<file path="src/rtl/mpu_ctlif_regs_pkg.sv">
// Shared CSR map and bit positions for the MPU control/status interface.
package mpu_ctlif_regs_pkg;

  localparam logic [13:0] MPU_CSR_CTRL     = 14'h0;
  localparam logic [13:0] MPU_CSR_STAT     = 14'h1;
  localparam logic [13:0] MPU_CSR_UDATA_LO = 14'h2;
  localparam logic [13:0] MPU_CSR_UDATA_HI = 14'h3;

  localparam int CTRL_IRQ_EN = 0;
  localparam int CTRL_RUN    = 1;
  localparam int STAT_ERR    = 0;
  localparam int STAT_USR    = 1;

endpackage

</file>
<file path="src/rtl/mpu_ctlif_regs.sv">
// CSR control/status block for the MPU: run/reset control, event latching
// with 64-bit user payload capture, and a level interrupt.
module mpu_ctlif_regs
  import mpu_ctlif_regs_pkg::*;
#(
  parameter logic [3:0] csr_addr = 4'h0
) (
  input  logic        sys_clk,
  input  logic        sys_rst,
  input  logic [13:0] csr_a,
  input  logic        csr_we,
  input  logic [31:0] csr_di,
  output logic [31:0] csr_do,
  input  logic        mpu_clk,
  output logic        mpu_en,
  output logic        mpu_rst,
  input  logic        user_irq,
  input  logic [63:0] user_data,
  input  logic        error,
  output logic        irq
);

  logic        sel;
  logic        wr_ctrl;
  logic        wr_stat;
  logic        err_rise;
  logic        usr_rise;
  logic        any_rise;
  logic        irq_en;
  logic        run;
  logic        err_evt;
  logic        usr_evt;
  logic [63:0] udata;
  logic        error_p1;
  logic        user_irq_p1;
  logic [31:0] rd_data;
  logic        unused_bits;

  // mpu_clk shares the sys_clk net; only the page and index address bits decode.
  assign unused_bits = ^{mpu_clk, csr_a[9:3]};

  assign sel      = (csr_a[13:10] == csr_addr);
  assign wr_ctrl  = csr_we & sel & (csr_a[2:0] == MPU_CSR_CTRL[2:0]);
  assign wr_stat  = csr_we & sel & (csr_a[2:0] == MPU_CSR_STAT[2:0]);
  assign err_rise = error & ~error_p1;
  assign usr_rise = user_irq & ~user_irq_p1;
  assign any_rise = err_rise | usr_rise;
  assign mpu_en   = run;

  always_comb begin
    rd_data = '0;
    if (sel) begin
      case (csr_a[2:0])
        MPU_CSR_CTRL[2:0]:     rd_data = {30'b0, run, irq_en};
        MPU_CSR_STAT[2:0]:     rd_data = {30'b0, usr_evt, err_evt};
        MPU_CSR_UDATA_LO[2:0]: rd_data = udata[31:0];
        MPU_CSR_UDATA_HI[2:0]: rd_data = udata[63:32];
        default:               rd_data = '0;
      endcase
    end
  end

  always_ff @(posedge sys_clk or negedge sys_rst) begin
    if (!sys_rst) begin
      error_p1    <= 1'b0;
      user_irq_p1 <= 1'b0;
      csr_do      <= '0;
      irq         <= 1'b0;
      mpu_rst     <= 1'b1;
      irq_en      <= 1'b0;
      run         <= 1'b0;
      err_evt     <= 1'b0;
      usr_evt     <= 1'b0;
      udata       <= '0;
    end else begin
      error_p1    <= error;
      user_irq_p1 <= user_irq;
      csr_do      <= rd_data;
      irq         <= irq_en & (err_evt | usr_evt);
      // Start pulse only on a genuine 0->1 of run that no event overrides.
      mpu_rst     <= wr_ctrl & csr_di[CTRL_RUN] & ~run & ~any_rise;

      if (wr_ctrl) begin
        irq_en <= csr_di[CTRL_IRQ_EN];
        run    <= csr_di[CTRL_RUN];
      end
      if (any_rise) run <= 1'b0;

      // Later assignment wins: a same-cycle event beats a W1C clear.
      if (wr_stat && csr_di[STAT_ERR]) err_evt <= 1'b0;
      if (err_rise) err_evt <= 1'b1;
      if (wr_stat && csr_di[STAT_USR]) usr_evt <= 1'b0;
      if (usr_rise) begin
        usr_evt <= 1'b1;
        udata   <= user_data;
      end
    end
  end

endmodule

</file>
<file path="config.mk">
export PLATFORM = sky130hd
export DESIGN_NAME = mpu_ctlif_regs
export DESIGN_NICKNAME = d
export VERILOG_FILES = /design/src/rtl/mpu_ctlif_regs_pkg.sv /design/src/rtl/mpu_ctlif_regs.sv
export SDC_FILE = /design/constraint.sdc
export NUM_CORES = 1
export LEC_CHECK = 0
export BUFFER_PORTS_ARGS = -buffer_cell sky130_fd_sc_hd__buf_4
export CORE_MARGIN = 2
export CORE_UTILIZATION = 31
export CTS_BUF_LIST = sky130_fd_sc_hd__clkbuf_8
export DETAILED_ROUTE_END_ITERATION = 16
export PLACE_DENSITY = 0.6
export SLEW_MARGIN = 10
export SYNTH_ARGS = -nofsm -noshare
export SYNTH_HDL_FRONTEND = slang
export SYNTH_SLANG_ARGS = --single-unit
</file>
<file path="constraint.sdc">
create_clock -name sys_clk -period 2.8 [get_ports sys_clk]
set_input_delay 0.28 -clock sys_clk [delete_from_list [all_inputs] [get_ports sys_clk]]
set_output_delay 0.28 -clock sys_clk [all_outputs]
set_load 0.1 [all_outputs]
</file>
[Word-level counts from Yosys, hierarchy flattened]
Cells that the tools add are included.
Cells by class
  muxes and demuxes: 8
  bitwise logic cells: 15
  reductions and logical operators: 7
  eq/ne operators: 3
Operators by type and width (count)
  $pmux 32 s4: 1
  $mux 32: 1
  $and 1x1->1: 9
  $eq 3x2->1 const B: 2
  $mux 1: 6
  $reduce_bool 2->1: 3
  $logic_not 4->1: 1
  $not 1->1: 4
  $eq 3x1->1 const B: 1
  $logic_not 3->1: 1
  $logic_and 1x1->1: 2
  $or 1x1->1: 2
Storage, ports and cells
  output and inout port bits: 35
  flip-flop bits (word level): 104
  logic and storage cells: 43
  input port bits: 116

[Longest topological paths before layout]
  depth after elaboration: 6
  gate-level depth with buffers: 5
  depth with buffers taken out: 3

[Least setup slack after synthesis]
OpenSTA, ideal clock, no wires.
  path kind: reg2reg
  from: register run, in the netlist mpu_en
  to: register csr_do[1]
  path slack: 1.347 ns
  stages on the path, launching flop included: 4
  clock period less this slack: 1.453 ns
  buffers on the path: 0
  arrival time: 1.376 ns
  cell sequence: dfrtp_1 mux2_2 nand2_1 a21oi_1
On the way
  longest elaborated chain between the ends: 2
RTL lines
  from (decl): line mpu_ctlif_regs.sv:30  | logic run;
  from (signal assigned): line mpu_ctlif_regs.sv:85  | run <= csr_di[CTRL_RUN];
  $pmux 32 s4: line mpu_ctlif_regs.sv:53  | case (csr_a[2:0])
  $mux 32: line mpu_ctlif_regs.sv:52  | if (sel) begin
  named net rd_data[1]: line mpu_ctlif_regs.sv:36  | logic [31:0] rd_data;
  to (signal assigned): line mpu_ctlif_regs.sv:78  | csr_do <= rd_data;
  to (decl): line mpu_ctlif_regs.sv:13  | output logic [31:0] csr_do,
The timed path passes the listed nets, and every way through them passes these cells.
A chain may end at the register's enable or synchronous reset.

[Worst setup path after layout]
  from: register user_irq_p1
  to: register udata[28]
On the way
  longest elaborated chain between the ends: 2
RTL lines
  from (decl): line mpu_ctlif_regs.sv:35  | logic user_irq_p1;
  from (signal assigned): line mpu_ctlif_regs.sv:77  | user_irq_p1 <= user_irq;
  $not 1->1: line mpu_ctlif_regs.sv:46  | assign usr_rise = user_irq & ~user_irq_p1;
  $and 1x1->1: line mpu_ctlif_regs.sv:46
  to (signal assigned): line mpu_ctlif_regs.sv:95  | udata <= user_data;
  to (decl): line mpu_ctlif_regs.sv:33  | logic [63:0] udata;
Every way passes these cells.

==> metrics.txt <==
P&R area growth vs syn 32.3%; Worst-path clk slew about 0.09 ns; layout cells sized above 1 between 20% and 30%; Num CTS Buffers 9; Worst setup EP type flop; die area 13,900 sq um; FF+latch count, synth roughly 100; Final #Nets around 640; later-pin clock latency in the skew report 0.37 ns; CTS Sinks ~100; Static Leak 2.74 nW; IO Pins about 150; Avg WL per Cell 13.7 microns; commonest non-fill, non-tap cell in the layout nand2_1; CTS tree yes; DR vias roughly 3,100; placed standard-cell area ~5100 sq um; Ys Warns 0; vias in the first global route 3,229; CP Class flop to flop; Port Buf Inserts about 110; DRT antenna net count 0; Hold Path Class primary input to flop; min Tclk post-route approximately 1.6 ns; Fmax achieved between 600 and 700 MHz; WP data arrival between 1.5 and 2 ns; largest net degree at the start of global routing 66; dpl hpwl 6420 microns; Worst EP required roughly 3.1 ns; Tot GR Track Use between 10 and 15%; number of cell rows 41; diodes inserted 0; power per cell area between 500 and 600 nW/um^2; Final setup viols 0; post-CTS setup buffer count 0; Pins Over Slew Limit 0; startpoint types flop; final hold violation count 0; Slew @ Worst Pin between 0.6 and 0.7 ns; First-pass DRT Iterations 4; GPL Wtd Cong 0.782; critical path peak fanout 30; DR vias/cell 4.47; Final Cell Area approximately 5300 sq um; fillers around 1,300; Slew HR between 50% and 60%; commonest cells after routing, fill and taps aside nand2_1 (199), buf_4 (118), dfrtp_1 (103), nor2_1 (32), a22oi_1 (32); Detailed Route Iter0 Violations just over 200; Worst VDD drop 0.297 mV; Gate Count Post-Synth about 420; synthesized area 4020 sq um; initial antenna violation count 0; post-synthesis sequential area ratio approximately two thirds; Tcrit/Tclk final 58.2%; first-pass GRT wire length around 16,000 microns; synthesized area per cell 9.63 sq um; unrepaired setup endpoints after global routing no; Clock Path Buffers 2; register area 2600 sq um; WL final between 9000 and 10,000 microns; core area roughly 13,000 sq um; H-Tree Depth 3; area occupied by multi-input gates approximately 1300 sq um; cts repair resizes 0; # DRC 0; Die H approximately 120 microns; Root Buffer clkbuf_8; outcome completed; synth unique cells 23; setup TNS 0 ns; Die Wd 118 microns; Layout Skew slightly above 0.01 ns; Max-cap violations 0; synthesized net count between 500 and 600; GRT overflow 0; Initial Util 31.8%
timing repair:
item                                   4_1_cts  5_1_grt
hold buffers                                 2        0
endpoints found under the hold margin       46        0
setup endpoints to repair                    0        0
flip-flops by register name, summed over array words and instances (netlist names):
register / count
err_evt: 1
user_irq_p1: 1
usr_evt: 1
udata: 64
mpu_rst: 1
mpu_en: 1
csr_do: 32
irq_en: 1
error_p1: 1
irq: 1
cell usage after synthesis:
cell type | number | area share (%)
a21o_1 | 1 | 0.19
a21oi_1 | 3 | 0.37
a22oi_1 | 32 | 6.0
and3b_1 | 1 | 0.22
buf_1 | 5 | 0.47
buf_2 | 7 | 0.87
clkbuf_1 | 12 | 1.1
dfrtp_1 | 103 | 64
dfstp_2 | 1 | 0.65
mux2_2 | 3 | 0.84
nand2_1 | 199 | 19
nand2b_1 | 4 | 0.62
nand3_1 | 1 | 0.12
nand4_1 | 2 | 0.31
nor2_1 | 32 | 3.0
nor2b_1 | 2 | 0.31
nor3_1 | 1 | 0.12
nor3b_1 | 1 | 0.19
nor4_1 | 1 | 0.16
nor4b_1 | 2 | 0.44
o21a_1 | 1 | 0.19
o41ai_2 | 2 | 0.81
or4_4 | 1 | 0.28
cell type report:
| class | instances | share of cell area, % |
|---|---|---|
| sequential | 104 | 49.0 |
| multi-input combinational | 289 | 25.0 |
| clock buffer | 11 | 2.85 |
| timing repair buffer | 122 | 17.8 |
| clock inverter | 4 | 1.29 |
| tap | 172 | 4.05 |
per-stage QoR:
stage / setup slack, ns / total power, mW / utilization [%] / hold WS (ns) / instances
after floorplan: 1.35 / 1.88 / - / -0.0156 / 417
after global placement: 1.15 / 2.06 / 40.2 / 0.325 / 685
after detailed placement: 1.15 / 2.07 / 40.2 / 0.329 / 685
after CTS: 1.15 / 3.11 / 42.1 / 0.0180 / 702
after global routing: 1.03 / 3.23 / 42.1 / 0.0210 / 702
final: 1.17 / 3.07 / 42.1 / 0.0395 / 702
layer usage:
layer / up-vias / routed length, microns / part of all wire [%] / global-route usage [%]
met3: 13 / 418 / 4.3 / 3.00
met2: 83 / 4500 / 47 / 22.7
met4: 0 / 175 / 1.8 / 6.17
met5: - / 0 / 0 / 0
li1: 1546 / - / - / -
met1: 1493 / 4530 / 47 / 20.0
worst max-delay path, cell delays in order, from the launching register on:
cell,delay [ns]
dfrtp_1,0.40
nand2b_2,0.58
buf_4,0.39
nand2_1,0.10
nand2_1,0.07
where the power goes:
| group | internal, mW | total [mW] | switching [mW] |
|---|---|---|---|
| clock | 0.543 | 1.03 | 0.489 |
| combinational | 0.155 | 0.351 | 0.196 |
| sequential | 1.62 | 1.68 | 0.0634 |
kinds of logic after synthesis:
kind of cell           synth area share, %
AOI/OAI and AO/OA                     7.54
buffers and inverters                 2.46
DFF                                   64.8
muxes                                0.841
and+or+nand+nor                       24.4
path summary, 6_finish.rpt:
path                                            start                     to  slack, ns  cells after the start
worst min register to register  udata[60]$_DFFE_PN0P_  udata[60]$_DFFE_PN0P_       0.48                      2
worst min-delay path                         user_irq  user_irq_p1$_DFF_PN0_       0.04                      1
worst max-delay path            user_irq_p1$_DFF_PN0_  udata[28]$_DFFE_PN0P_       1.17                      4
worst max register to register  user_irq_p1$_DFF_PN0_  udata[28]$_DFFE_PN0P_       1.17                      4
max in group asynchronous                     sys_rst   csr_do[23]$_DFF_PN0_       1.59                      3
min in group asynchronous                     sys_rst   udata[7]$_DFFE_PN0P_       0.48                      2
No activity file was read; power rests on OpenSTA's default activity.
